`config.mk`:
```
export PLATFORM = sky130hd
export DESIGN_NAME = vram_port_arbiter
export DESIGN_NICKNAME = d
export VERILOG_FILES = /design/src/rtl/vdc_pkg.sv /design/src/rtl/vram_port_arbiter.sv
export SDC_FILE = /design/constraint.sdc
export NUM_CORES = 1
export LEC_CHECK = 0
export CORE_ASPECT_RATIO = 0.7
export CORE_MARGIN = 2
export CORE_UTILIZATION = 42
export DETAILED_ROUTE_END_ITERATION = 8
export PLACE_DENSITY = 0.73
export SLEW_MARGIN = 20
export SYNTH_ARGS = -nofsm -noshare
export SYNTH_HDL_FRONTEND = slang
export SYNTH_SLANG_ARGS = --single-unit
export TNS_END_PERCENT = 30
```
`constraint.sdc`:
```
create_clock -name clock -period 3.9 [get_ports clock]
set_clock_uncertainty 0.2 [all_clocks]
set_input_delay 1.17 -clock clock [delete_from_list [all_inputs] [get_ports clock]]
set_output_delay 1.17 -clock clock [all_outputs]
set_load 0.05 [all_outputs]
```
`src/rtl/vdc_pkg.sv`:
```
// Shared VDC definitions: register indices, address-step select, step values,
// fetch starvation limit and the address-step helper.
package vdc_pkg;

  typedef enum logic [4:0] {
    REG_MAWR = 5'd0,
    REG_MARR = 5'd1,
    REG_VWR  = 5'd2
  } reg_idx_e;

  typedef enum logic [1:0] {
    INC_1   = 2'b00,
    INC_32  = 2'b01,
    INC_64  = 2'b10,
    INC_128 = 2'b11
  } inc_sel_e;

  localparam logic [15:0] STEP_1   = 16'd1;
  localparam logic [15:0] STEP_32  = 16'd32;
  localparam logic [15:0] STEP_64  = 16'd64;
  localparam logic [15:0] STEP_128 = 16'd128;

  localparam logic [2:0] STARVE_LIMIT = 3'd4;

  // 16-bit add wraps naturally: 0xFFFF + 1 = 0x0000.
  function automatic logic [15:0] step_addr(input logic [15:0] addr, input inc_sel_e sel);
    logic [15:0] step;
    case (sel)
      INC_1:   step = STEP_1;
      INC_32:  step = STEP_32;
      INC_64:  step = STEP_64;
      default: step = STEP_128;
    endcase
    return addr + step;
  endfunction

endpackage

```
`src/rtl/vram_port_arbiter.sv`:
```
// Single VRAM port shared between the display fetch engine and CPU register
// access. Optional VRAM_ADDR_MASK_EN limits MA to a 32K-word VRAM.
module vram_port_arbiter
  import vdc_pkg::*;
(
  input  logic        clock,
  input  logic        reset_N,
  input  logic        reg_wr,
  input  logic        reg_rd,
  input  logic [4:0]  reg_idx,
  input  logic        hi_byte,
  input  logic [7:0]  cpu_din,
  output logic [7:0]  cpu_dout,
  output logic        busy,
  input  logic [1:0]  inc_sel,
  input  logic        fetch_req,
  input  logic [15:0] fetch_addr,
  output logic        fetch_ack,
  output logic        fetch_valid,
  output logic [15:0] fetch_data,
  output logic [15:0] MA,
  output logic        re,
  output logic        we,
  output logic [15:0] MD_in,
  input  logic [15:0] MD_out
);

  logic [15:0] mawr, marr, rd_buf, wr_data, ma_raw;
  logic [7:0]  vwr_lo;
  logic        wr_pending, rd_pending, rd_inflight;
  logic [2:0]  starve_cnt;
  logic        sel_mawr, sel_marr, sel_vwr;
  logic        cpu_ready, starving, grant_fetch, grant_wr, grant_rd;
  inc_sel_e    inc;

  assign inc      = inc_sel_e'(inc_sel);
  assign sel_mawr = (reg_idx == REG_MAWR);
  assign sel_marr = (reg_idx == REG_MARR);
  assign sel_vwr  = (reg_idx == REG_VWR);

  // A read already on the bus is not re-issued while its data returns.
  assign cpu_ready   = wr_pending | (rd_pending & ~rd_inflight);
  assign starving    = cpu_ready && (starve_cnt >= STARVE_LIMIT);
  assign grant_fetch = fetch_req & ~starving;
  assign grant_wr    = ~grant_fetch & wr_pending;
  assign grant_rd    = ~grant_fetch & ~wr_pending & rd_pending & ~rd_inflight;

  always_comb begin
    ma_raw = '0;
    if (grant_fetch)   ma_raw = fetch_addr;
    else if (grant_wr) ma_raw = mawr;
    else if (grant_rd) ma_raw = marr;
  end

`ifdef VRAM_ADDR_MASK_EN
  assign MA = ma_raw & 16'h7FFF;
`else
  assign MA = ma_raw;
`endif

  assign re         = grant_fetch | grant_rd;
  assign we         = grant_wr;
  assign MD_in      = grant_wr ? wr_data : '0;
  assign fetch_ack  = grant_fetch;
  assign fetch_data = fetch_valid ? MD_out : '0;
  assign busy       = wr_pending | rd_pending;

  always_ff @(posedge clock or negedge reset_N) begin
    if (!reset_N) begin
      mawr        <= '0;
      marr        <= '0;
      rd_buf      <= '0;
      vwr_lo      <= '0;
      wr_data     <= '0;
      wr_pending  <= 1'b0;
      rd_pending  <= 1'b0;
      rd_inflight <= 1'b0;
      starve_cnt  <= '0;
      fetch_valid <= 1'b0;
      cpu_dout    <= '0;
    end else begin
      // CPU load of an address register wins over a same-cycle increment.
      if (reg_wr && sel_mawr) begin
        if (hi_byte) mawr[15:8] <= cpu_din;
        else         mawr[7:0]  <= cpu_din;
      end else if (grant_wr) begin
        mawr <= step_addr(mawr, inc);
      end

      if (reg_wr && sel_marr) begin
        if (hi_byte) marr[15:8] <= cpu_din;
        else         marr[7:0]  <= cpu_din;
      end else if (reg_rd && sel_vwr && hi_byte) begin
        marr <= step_addr(marr, inc);
      end

      if (reg_wr && sel_vwr && !hi_byte) vwr_lo <= cpu_din;

      if (reg_wr && sel_vwr && hi_byte) begin
        wr_data    <= {cpu_din, vwr_lo};
        wr_pending <= 1'b1;
      end else if (grant_wr) begin
        wr_pending <= 1'b0;
      end

      rd_inflight <= grant_rd;
      if (rd_inflight) rd_buf <= MD_out;

      if ((reg_wr && sel_marr && hi_byte) || (reg_rd && sel_vwr && hi_byte))
        rd_pending <= 1'b1;
      else if (rd_inflight)
        rd_pending <= 1'b0;

      if (!cpu_ready || grant_wr || grant_rd) starve_cnt <= '0;
      else if (grant_fetch)                   starve_cnt <= starve_cnt + 3'd1;

      fetch_valid <= grant_fetch;

      if (reg_rd) cpu_dout <= sel_vwr ? (hi_byte ? rd_buf[15:8] : rd_buf[7:0]) : 8'h00;
    end
  end

endmodule
```
==> Word level (Yosys, flattened, before mapping) <==
Index checks and enable logic that the tools add are counted.
Widths: inputs -> output; s select.
{ "word_totals": {"latchBits": 0, "wordCells": 87, "reg_bits": 87, "rom_bits": 0, "ramBits": 0, "input_bits": 53, "memories": 0, "output_inout_bits": 61} }
{ "op_classes": {"mul": 0, "add_sub_neg": 3, "n_div": 0, "magnitude_cmp": 1, "n_reduce_logical": 25, "n_shift": 0, "n_eq_ne": 8, "muxes": 24, "bitwise_logic": 13} }
{ "op_table": {"columns": ["cell", "n"], "rows": [
  ["$mux 16", 13],
  ["$add 16x16->16", 2],
  ["$mux 8", 4],
  ["$pmux 8 s3", 1],
  ["$reduce_bool 2->1", 5],
  ["$logic_and 1x1->1", 9],
  ["$ne 2x2->1 const B", 4],
  ["$reduce_and 2->1", 4],
  ["$and 1x1->1", 6],
  ["$mux 3", 2],
  ["$eq 5x1->1 const B", 1],
  ["$eq 5x2->1 const B", 1],
  ["$logic_not 5->1", 1],
  ["$mux 1", 4],
  ["$not 1->1", 4],
  ["$add 3x1->3 const B", 1],
  ["$ge 3x3->1 const B", 1],
  ["$logic_or 1x1->1", 3],
  ["$or 1x1->1", 3],
  ["$eq 2x1->1 const B", 1],
  ["$eq 2x2->1 const B", 1],
  ["$logic_not 1->1", 2],
  ["$logic_not 2->1", 1]
]} }

==> Depth between registers and ports, before layout <==
{ "depth": {"depth_word": 13, "ltp_mapped": 9, "depth_no_buf": 8} }

==> Worst setup path after synthesis <==
Ideal clock, no wire load.
{ "synth_timing": {"kind": "input port to output port", "from": "input port fetch_req", "to": "output port MA[10]", "stages": 7, "t_required_ns": 2.530, "path_buffers": 2, "t_arrival_ns": 2.948, "slack_ns": -0.418, "path_cell_list": "or2b_2 > bufbuf_16 > nand2_1 > inv_1 > clkbuf_1 > a222oi_1 > inv_1"} }
{ "synth_between": {"word_cells_on_any_way": 9, "classes_between": "3 x mux; 6 x bitwise"} }
{ "synth_lines": {"columns": ["item", "line_no", "source"], "rows": [
  ["start, declared", "vram_port_arbiter.sv:16", "input logic fetch_req,"],
  ["$and 1x1->1", "vram_port_arbiter.sv:44", "assign grant_fetch = fetch_req & ~starving;"],
  ["$not 1->1", "vram_port_arbiter.sv:45", "assign grant_wr = ~grant_fetch & wr_pending;"],
  ["$and 1x1->1", "vram_port_arbiter.sv:45", null],
  ["via we", "vram_port_arbiter.sv:23", "output logic we,"],
  ["$mux 16", "vram_port_arbiter.sv:51", "else if (grant_wr) ma_raw = mawr;"],
  ["$mux 16", "vram_port_arbiter.sv:50", "if (grant_fetch) ma_raw = fetch_addr;"],
  ["end, declared", "vram_port_arbiter.sv:21", "output logic [15:0] MA,"]
]} }
The timed path passes the listed nets, and every way through them passes these cells.

==> Worst setup path in the final report <==
{ "layout_timing": {"from": "register wr_pending", "to": "output port MA[0]"} }
{ "layout_between": {"elab_chain_len": 11, "word_cells_on_any_way": 13, "classes_between": "3 x mux; 9 x bitwise; 1 x reduce/logical"} }
{ "layout_rtl": {"columns": ["item", "line_no", "source"], "rows": [
  ["start, declared", "vram_port_arbiter.sv:30", "logic wr_pending, rd_pending, rd_inflight;"],
  ["start signal, assigned", "vram_port_arbiter.sv:75", "wr_pending <= 1'b0;"],
  ["start signal, assigned", "vram_port_arbiter.sv:101", "wr_pending <= 1'b1;"],
  ["start signal, assigned", "vram_port_arbiter.sv:103", "wr_pending <= 1'b0;"],
  ["$or 1x1->1", "vram_port_arbiter.sv:42", "assign cpu_ready = wr_pending | (rd_pending & ~rd_inflight);"],
  ["$logic_and 1x1->1", "vram_port_arbiter.sv:43", "assign starving = cpu_ready && (starve_cnt >= STARVE_LIMIT);"],
  ["$not 1->1", "vram_port_arbiter.sv:44", null],
  ["$and 1x1->1", "vram_port_arbiter.sv:44", null],
  ["$not 1->1", "vram_port_arbiter.sv:45, vram_port_arbiter.sv:46", null],
  ["$and 1x1->1 (3 in a row)", "vram_port_arbiter.sv:46", "assign grant_rd = ~grant_fetch & ~wr_pending & rd_pending & ~rd_inflight;"],
  ["$mux 16", "vram_port_arbiter.sv:52", "else if (grant_rd) ma_raw = marr;"],
  ["$mux 16", "vram_port_arbiter.sv:51", null],
  ["$mux 16 (*)", "vram_port_arbiter.sv:50", null]
]} }
Mark *: on every way between the ends. The rest lies on a longest branch, timed or not.

==> run summary <==
- vias in the first global route: 4978
- io pins: 114
- ratio of total power to cell area: 401 nW/um2
- area inside the core boundary: 12400 um2
- Slew Limit Fails: 0
- Clock H-tree levels: 3
- unrepaired setup endpoints after global routing: no
- Final Routed Wirelength: 16.6 mm
- outcome: finished, final reports clean
- leakage dissipation: 0.00335 uW
- Total Routing Usage GR: 25.1%
- worst relative slew slack: 60.6%
- number of synthesized register bits: 87
- Worst path most repeated cell: sky130_fd_sc_hd__buf_12
- Fmax achieved: 0.264 GHz
- number of synthesized flops with an enable pin: 0
- count of unresolved DRC violations after routing: 0
- classification of the worst-slack hold path: reg2reg
- startpoint type of the worst setup path: flip-flop
- initial core utilization: 42.9%
- post-synthesis cell type with the largest combined area: sky130_fd_sc_hd__dfrtp_1
- share of the clock period used by the worst path after layout: 97.2%
- overall die width: 138 um
- number of sinks on the clock net: 87
- Antenna Nets Post-Route: 0
- final instance area: 7430 um2
- sw frac: 30.9%
- actual slew at the worst max-slew pin: 0.591 ns
- detailed-route wire length per cell: 19.8 um
- clock tree from TritonCTS: built
- maximum buffer depth of the clock tree: 2
- DP Wirelength: 12.2 mm
- net count reported at finish: 732
- met3 WL: 1.15 mm
- peak per-stage delay on the critical path: 0.68 ns
- Final TNS setup: 0 ns
- fraction of final layout cells with drive strength greater than 1: 27.3%
- total length of routed met2 wires: 7.75 mm
- total inserted antenna cells: 0
- setup slack of the most critical reg-to-reg path: 1.39 ns
- Worst Reg2Reg Path Length in Cells: 7
- number of antenna violations at the first check in global routing: 0
- number of endpoints with negative hold slack in the final report: 0
- clock edge transition at the registers on the reported setup and hold paths: 0.07 ns
- Arrival @ worst endpoint: 2.42 ns
- Post-Layout Cell Count: 839
- element type at the critical path end: output port
- largest cells by area after synthesis: sky130_fd_sc_hd__dfrtp_1 (41%), sky130_fd_sc_hd__mux2_2 (8.9%), sky130_fd_sc_hd__a222oi_1 (3.0%), sky130_fd_sc_hd__and3_1 (2.9%), sky130_fd_sc_hd__nand2_1 (2.9%)
- area post-placement: 7040 um2
- via total after detailed routing: 5067
- cell internal power dissipation: 2060 uW
- detailed-routing iteration count for the pre-antenna-repair pass: 9
- final RePlAce weighted congestion: 0.920
- largest net degree at the start of global routing: 46
- Root Buffer: sky130_fd_sc_hd__clkbuf_16
- Setup Crit Path Kind: reg2out
- top routing layer in use: met4
- share of synthesized area occupied by flip-flops and latches: 41.0%
- Hold Startpoint: starve_cnt[0]
- worst reg2reg path startpoint: mawr[0]
- number of buffers inserted during clock tree synthesis: 9
- number of buffers added on ports: 113
- share of synthesized registers carrying an async set or reset: 100%
- Synth Cell Area: 5320 um2
- hold slack: 0.239 ns
- Die Y: 98.1 um
- count of mapped cells out of synthesis: 548
- Main synth FF type: sky130_fd_sc_hd__dfrtp_1
- clock latency on the worst-skew pair: 0.35 ns
- standard-cell rows: 34
- overall die area: 13600 um2
- reg-to-reg endpoint: mawr[10]
- number of distinct library cells after synthesis: 74
- Max IR drop VDD: 0.000250 V
- register share of total power: 40.2%
- Hold EP: starve_cnt[0]
- Comb power frac: 27.3%
- Yosys warnings: 0
- number of cells on the worst hold path: 1
- sum of internal, switching and leakage power: 2980 uW
- area delta synth->final: 39.9%
- number of vias per cell: 6.04
- number of setup violations in the final report: 0
- Switch Pwr: 921 uW
- share of the synthesized area in the top cell type: 41.0%
- critical-path maximum fanout: 19
- min cycle time layout: 3.79 ns
- data required time of the worst path: 2.53 ns
- number of placed instances, taps included: 820
- critical path, cell by cell: buf_4 > o21ai_0 > and2_1 > buf_12 > a222oi_1 > inv_1 > buf_12
- global-route wire length before repair: 27.0 mm
- Post-Synthesis Net Count: 608
- total global routing overflow: 0
- clock power share: 32.6%
- Max-cap violations: 0
- number of DRC markers after the initial detailed-route iteration: 554
- critical-path cell with the highest stage delay: sky130_fd_sc_hd__dfrtp_1
- Avg Synthesized Cell Area: 9.70 um2
- Metal-1 WL: 7.25 mm
[sequential cells by signal (all words and copies together) (netlist names)]
name	count
mawr	16
cpu_dout	8
marr	16
fetch_valid	1
rd_inflight	1
wr_pending	1
vwr_lo	8
rd_pending	1
wr_data	16
starve_cnt	3
rd_buf	16
[synthesized netlist by cell type, drive strengths merged (6+ instances only)]
cell type	n
a31oi	12
nand2b	6
nand2	41
o211ai	9
and3	27
a211oi	6
o21ai	17
nand3	24
ha	7
inv	33
a222oi	16
nand4	7
dfrtp	87
mux2	42
and2	21
buf	14
nor2b	6
a21oi	16
nor3	10
mux2i	12
nor2	28
o22ai	9
and4	7
clkbuf	22
[placed cells by master (no fill, tap or decap), drive strengths merged, types with 9 or more instances in the layout]
cell type       n
and3           27
a31oi          12
mux2i          12
a21oi          16
inv            36
o22ai           9
o211ai          9
clkbuf         11
a222oi         16
o21ai          17
nor3           10
and2           21
nor2           28
clkdlybuf4s50  60
dfrtp          87
mux2           42
buf            88
nand2          41
nand3          24
[power groups by stage]
stage | Sequential [uW] | Clock, uW | Combinational [uW]
finish | 1200 | 970 | 813
global route | 1220 | 1030 | 870
CTS | 1190 | 987 | 813
detailed placement | 1210 | 0 | 795
global placement | 1200 | 0 | 768
floorplan | 1160 | 0 | 491
[how the worst max path moves through the flow]
stage | from | endpoint | slack [ns]
2_1_floorplan | fetch_req | MA[13] | 0.07
3_5_place_dp | fetch_req | MA[13] | -0.65
4_1_cts | fetch_req | MA[13] | 0.03
6_report | wr_pending | MA[0] | 0.11
3_3_place_gp | fetch_req | MA[5] | -0.57
5_1_grt | wr_pending | MA[7] | 0.003
[area by class of cell]
type	instances	area [um2]
inverters	33	131
multi-input cells	391	2830
flip-flops and latches	87	2180
repair buffers	149	1740
fillers	993	4940
clock inverters	6	100
repair inverters	1	8.76
well taps	162	203
clock buffers	10	239
[repair_timing]
action / 4_1_cts / 5_1_grt
resized for setup: 8 / 3
cloned: 1 / 0
buffers inserted: 1 / 1
endpoints found under the setup margin: 34 / 8
hold buffers: 0 / 0
pin swaps: 3 / 2
[logic make-up (layout without fill, tap and decap cells)]
logic type / count (synthesis) / in the layout / share of synthesized area, %
AND/OR/NAND/NOR: 197 / 197 / 20.8
adder cells (fa/ha/maj): 7 / 7 / 1.65
buffers and inverters: 70 / 199 / 6.24
AO/OA/AOI/OAI: 129 / 129 / 18.5
multiplexers: 54 / 54 / 11.2
flip-flops: 87 / 87 / 41.0
XOR/XNOR: 4 / 4 / 0.659
[layer usage]
layer,vias up,global-route usage [%]
li1,2299,-
met1,2533,34.5
met2,205,39.8
met3,30,5.39
met4,0,8.63
met5,-,0
[worst max-delay path, delay by kind of cell (launching register included)]
family / cells / cell delay (ns)
simple gates: 1 / 0.19
flops: 1 / 0.68
compound gates: 2 / 0.46
buf+inv: 4 / 0.74
[through the flow]
stage | setup WS [ns] | utilization, %
after global placement | -0.568 | 56.8
after CTS | 0.0333 | 60.0
final | 0.108 | 60.1
after floorplan | 0.0678 | -
after detailed placement | -0.653 | 56.8
after global routing | 0.00285 | 60.1
Note: power is estimated with default switching activity, not from simulation.
